File: src/rtl/match_result_tx_if.sv
// Byte-wide valid/ready link from the result packetiser to the UART transmitter.
interface match_result_tx_if;
   logic [7:0] tx_data;
   logic       tx_valid;
   logic       tx_ready;

   modport master (output tx_data, output tx_valid, input tx_ready);
   modport slave  (input tx_data, input tx_valid, output tx_ready);
endinterface

File: src/rtl/match_result_tx.sv
// Turns a MATCH/NOT_MATCH send command plus coordinate into a 7-byte packet
// (sync, status, X, Y, XOR checksum) on a valid/ready byte link.
module match_result_tx #(
   parameter logic [7:0] SYNC_BYTE = 8'hA5,
   parameter int         X_W       = 10,
   parameter int         Y_W       = 9
) (
   input  logic                clock,
   input  logic                reset,
   input  logic [1:0]          send_cmd,
   input  logic [X_W-1:0]      x_in,
   input  logic [Y_W-1:0]      y_in,
   match_result_tx_if.master   tx,
   output logic                send_complete,
   output logic                busy,
   output logic [7:0]          pkt_count
);

   localparam logic [1:0] IDLE    = 2'd0;
   localparam logic [1:0] SEND    = 2'd1;
   localparam logic [1:0] RELEASE = 2'd2;

   logic [1:0]  state;
   logic [2:0]  idx;
   logic [1:0]  status;
   logic [15:0] x_lat;
   logic [15:0] y_lat;
   logic [7:0]  byte_sel;

   function automatic logic [7:0] checksum(input logic [1:0] st,
                                           input logic [15:0] x,
                                           input logic [15:0] y);
      return {6'b0, st} ^ x[15:8] ^ x[7:0] ^ y[15:8] ^ y[7:0];
   endfunction

   always_comb begin
      byte_sel = 8'h00;
      case (idx)
         3'd0:    byte_sel = SYNC_BYTE;
         3'd1:    byte_sel = {6'b0, status};
         3'd2:    byte_sel = x_lat[15:8];
         3'd3:    byte_sel = x_lat[7:0];
         3'd4:    byte_sel = y_lat[15:8];
         3'd5:    byte_sel = y_lat[7:0];
         3'd6:    byte_sel = checksum(status, x_lat, y_lat);
         default: byte_sel = 8'h00;
      endcase
   end

   assign tx.tx_valid = (state == SEND);
   assign tx.tx_data  = (state == SEND) ? byte_sel : 8'h00;
   assign busy        = (state != IDLE);

   always_ff @(posedge clock) begin
      if (!reset) begin
         state         <= IDLE;
         idx           <= 3'd0;
         status        <= 2'd0;
         x_lat         <= 16'd0;
         y_lat         <= 16'd0;
         send_complete <= 1'b0;
         pkt_count     <= 8'd0;
      end else begin
         send_complete <= 1'b0;
         case (state)
            IDLE: begin
               if (send_cmd == 2'd1 || send_cmd == 2'd2) begin
                  status <= send_cmd;
                  // NOT_MATCH reports a zero coordinate regardless of inputs
                  x_lat  <= (send_cmd == 2'd2) ? 16'd0 : 16'(x_in);
                  y_lat  <= (send_cmd == 2'd2) ? 16'd0 : 16'(y_in);
                  idx    <= 3'd0;
                  state  <= SEND;
               end
            end
            SEND: begin
               if (tx.tx_ready) begin
                  if (idx == 3'd6) begin
                     idx           <= 3'd0;
                     send_complete <= 1'b1;
                     pkt_count     <= pkt_count + 8'd1;
                     state         <= RELEASE;
                  end else begin
                     idx <= idx + 3'd1;
                  end
               end
            end
            RELEASE: begin
               // a command held by the control unit must not retrigger
               if (send_cmd == 2'd0 || send_cmd == 2'd3)
                  state <= IDLE;
            end
            default: state <= IDLE;
         endcase
      end
   end

endmodule

File: src/flat_wrapper.sv
// flat-port wrapper written by rule: the top's interface ports become plain ports
module match_result_tx_flat 
#(
   parameter logic [7:0] SYNC_BYTE = 8'hA5,
   parameter int         X_W       = 10,
   parameter int         Y_W       = 9
)
  (clock, reset, send_cmd, x_in, y_in, send_complete, busy, pkt_count, tx_tx_data, tx_tx_valid, tx_tx_ready);
  match_result_tx_if tx_i ();
  input  logic clock;
  input  logic reset;
  input  logic [1:0] send_cmd;
  input  logic [X_W-1:0] x_in;
  input  logic [Y_W-1:0] y_in;
  output logic send_complete;
  output logic busy;
  output logic [7:0] pkt_count;
  output wire logic [$bits(tx_i.tx_data)-1:0] tx_tx_data;
  output wire logic [$bits(tx_i.tx_valid)-1:0] tx_tx_valid;
  input wire logic [$bits(tx_i.tx_ready)-1:0] tx_tx_ready;
  assign tx_tx_data = tx_i.tx_data;
  assign tx_tx_valid = tx_i.tx_valid;
  assign tx_i.tx_ready = tx_tx_ready;
  match_result_tx #(.SYNC_BYTE(SYNC_BYTE), .X_W(X_W), .Y_W(Y_W)) u_core (.clock(clock), .reset(reset), .send_cmd(send_cmd), .x_in(x_in), .y_in(y_in), .tx(tx_i), .send_complete(send_complete), .busy(busy), .pkt_count(pkt_count));
endmodule
File: config.mk
export PLATFORM = sky130hd
export DESIGN_NAME = match_result_tx_flat
export DESIGN_NICKNAME = d
export VERILOG_FILES = /design/src/rtl/match_result_tx_if.sv /design/src/rtl/match_result_tx.sv /design/src/flat_wrapper.sv
export SDC_FILE = /design/constraint.sdc
export NUM_CORES = 1
export LEC_CHECK = 0
export BUFFER_PORTS_ARGS = -buffer_cell sky130_fd_sc_hd__buf_2
export CAP_MARGIN = 20
export CELL_PAD_IN_SITES_DETAIL_PLACEMENT = 1
export CELL_PAD_IN_SITES_GLOBAL_PLACEMENT = 1
export CORE_MARGIN = 2
export CORE_UTILIZATION = 40
export CTS_CLUSTER_DIAMETER = 200
export DETAILED_ROUTE_END_ITERATION = 16
export PLACE_DENSITY = 0.83
export SLEW_MARGIN = 20
export SYNTH_ARGS = -nofsm -noshare
export SYNTH_HDL_FRONTEND = slang
export SYNTH_SLANG_ARGS = --single-unit
File: constraint.sdc
create_clock -name clock -period 1.95 [get_ports clock]
set_input_delay 0.2925 -clock clock [delete_from_list [all_inputs] [get_ports clock]]
set_output_delay 0.2925 -clock clock [all_outputs]
set_load 0.1 [all_outputs]
==> metrics <==
FFs w/ async S/R, synth 0%; clk slew on worst S/H paths about 0.070 ns; Detailed Route Iter0 Violations 63; Clock power frac 31.7%; Crit-path slowest cell xnor3_1; drt total wl approximately 6.1 mm; final hold violation count 0; CP startpoint kind flop; sequential area share after synthesis 34.70%; Final setup viols 5; WL per Instance 17.28 µm; top post-synthesis cells by area dfxtp_1, nor3b_2, a21oi_1; hold slack about 0.27 ns; final slew viol count 0; Vias/cell 5.330; hold buffers post-CTS 0; Mapped Area approximately 2000 µm²; Tightest Hold Check Type input pin to flop; Mean Syn Cell Area a little under 9 µm²; Required @ worst endpoint 1.66 ns; final worst path period need around 2 ns; Tot Pwr roughly 1.9 mW; Crit path largest cell delay roughly 0.40 ns; synth unique cells 41; vias in the first global route ~1900; NetSw around 0.60 mW; outcome complete, but fails checks; Setup CP Type flop to output port; clock sink count 35; crit path max fanout 3; Critical Path End Type output port; initial antenna violation count 0; power per cell area between 600 and 700 nW/µm²; CTS root buf clkbuf_8; DP Wirelength 3.897 mm; Ant. Diodes 0; routing usage on met1 between 20 and 30%; row count 25; RSZ-0062 raised after global routing yes; Slew headroom roughly 66%; die width ~75 µm; Comb power frac a little over a quarter; Commonest cells post-synth dfxtp_1, a21oi_1, nor2b_1, nor3b_2, nor2_1; Synth top area share a little over a third; Tcrit/Tclk final 102.9%; GRT Total Usage between 20% and 30%; drt pass-1 iters 4; worst slew pin tran just over 0.5 ns; clk_lat worst skew ~0.29 ns; Max Cap Viol 0; CTS max path bufs 2; post-route setup slack -0.05732 ns; EDFF count, synth 0; failing checks setup timing; pin count of the biggest net entering global routing 41; CP top delay family XOR/XNOR gates; CP Data Arrival Time 1.71 ns; top-count cell post-synth dfxtp_1; IO buf count 42; met3 Use GR 4.150%; met2 global-route usage between 40% and 50%; DRC viols 0; RD Place Congestion between 0.7 and 0.8; I/O Pins 43; Ys Warns 0; first-pass GRT wire length 9.756 mm; CP cell instances xnor3_1 -> xnor2_1 -> nand2_1 -> a21oi_4 -> buf_12; CTS tree done; filler cell count roughly 550; sequential fraction of design power a little over two fifths; antenna-violating nets left 0; Inserted Clock Buffers 5; clk_skew around 0.0076 ns; Area Overhead vs Synth 38.85%; Pint 1.267 mW; Core Area 4786 µm²; leading area contributor after synthesis dfxtp_1; Lkg Pwr roughly 1.1 nW; peak supply drop 0.0003291 V; initial core utilization between 40 and 50%; synthesized instance count about 230; switching part of the total about 32%; Die Ht about 75 µm; Post-synth top flop dfxtp_1; total number of vias about 1900; busiest grt layer met2; #FFs+latches synth 35; Final nets around 310; fraction of layout cells with a size suffix above 1 41.05%; full die area ~5600 µm²; GRT overflow 0; Buf+Inv Stages, Crit Path 1; syn_nets 260; Fmax between 400 and 500 MHz; H-tree Lvls 2
-- cells in the final DEF, fill, tap and decap left out, types with 4 or more instances in the layout --
master	netlist	layout
a21boi_0	4	4
clkbuf_8	0	7
nor3b_2	19	19
buf_4	1	15
nand2_1	12	10
o21ai_1	1	6
xnor2_1	9	9
buf_12	0	10
dfxtp_1	35	28
and2_1	7	7
nor2b_1	23	22
nor2_1	16	14
xor2_1	6	6
buf_2	5	34
nor3_1	6	6
a21oi_4	0	8
nand3_1	5	5
a21oi_1	31	22
dfxtp_2	0	5
-- cells by family (layout without fill, tap and decap cells) --
| group | Yosys count | after routing | synth area share, % |
|---|---|---|---|
| buf+inv | 20 | 72 | 4.956 |
| simple gates | 104 | 104 | 34.88 |
| fa+ha+maj | 3 | 3 | 1.859 |
| xor+xnor | 16 | 16 | 7.621 |
| flops | 35 | 35 | 34.70 |
| mux | 2 | 2 | 0.9914 |
| compound gates | 53 | 53 | 14.99 |
-- tightest hold or removal path, stage by stage --
cell      delay, ns
buf_2          0.10
nand2_1        0.05
a21boi_0       0.07
-- final cells by class --
| type | instances | area (µm²) | share of cell area (%) |
|---|---|---|---|
| Multi-Input combinational cell | 178 | 1396 | 49.80 |
| Sequential cell | 35 | 714.4 | 25.48 |
| Tap cell | 67 | 83.83 | 2.990 |
| Inverter | 4 | 15.01 | 0.5355 |
| Clock buffer | 8 | 100.1 | 3.570 |
| Timing Repair Buffer | 60 | 494.2 | 17.63 |
-- timing repair --
item	4_1_cts	5_1_grt
resized for setup	25	3
setup buffers	5	2
pin swaps	4	3
gates cloned	0	0
setup endpoints to repair	8	8
hold endpoints to repair	0	0
-- flip-flops by register name, summed over array words and instances (netlist names) --
register,flops
u_core.x_lat,10
u_core.y_lat,9
u_core.pkt_count,8
u_core.idx,3
u_core.state,2
u_core.status,2
u_core.send_complete,1
-- per-layer routing --
metal	part of all wire [%]	wire length (µm)
met1	43	2585
met2	52	3151
met3	3.7	227
met4	1.9	116
met5	0	0
-- metrics by stage --
step / setup TNS, ns / area (µm²) / worst slack [ns] / std cells / utilization (%)
2_1_floorplan: -1.577 / 2135 / -0.1972 / 233 / -
3_3_place_gp: 0 / 2556 / 0.1008 / 337 / 53.41
3_5_place_dp: 0 / 2556 / 0.04387 / 337 / 53.41
4_1_cts: -0.1660 / 2779 / -0.05617 / 350 / 58.07
5_1_grt: -0.5239 / 2804 / -0.09256 / 352 / 58.59
6_report: -0.1389 / 2804 / -0.05732 / 352 / 58.59
-- power groups by stage --
stage          Sequential, mW  Clock [mW]  Combinational, mW
5_1_grt                 0.791       0.631              0.518
2_1_floorplan           0.789           0              0.350
3_3_place_gp            0.798           0              0.453
6_report                0.788       0.592              0.486
3_5_place_dp            0.801           0              0.463
4_1_cts                 0.786       0.606              0.485
-- final timing paths --
| path | startpoint | to | slack [ns] | cells past startpoint |
|---|---|---|---|---|
| worst max-delay path | u_core.x_lat[8]$_SDFFE_PN0P_ | tx_tx_data[0] | -0.06 | 5 |
| worst min-delay path | send_cmd[0] | u_core.status[0]$_SDFFE_PN0P_ | 0.27 | 3 |
| worst max register to register | u_core.idx[0]$_SDFFE_PN0P_ | u_core.pkt_count[2]$_SDFFE_PN0P_ | 0.39 | 6 |
| worst min register to register | u_core.pkt_count[1]$_SDFFE_PN0P_ | u_core.pkt_count[1]$_SDFFE_PN0P_ | 0.52 | 2 |
(Power assumes the default switching activity.)
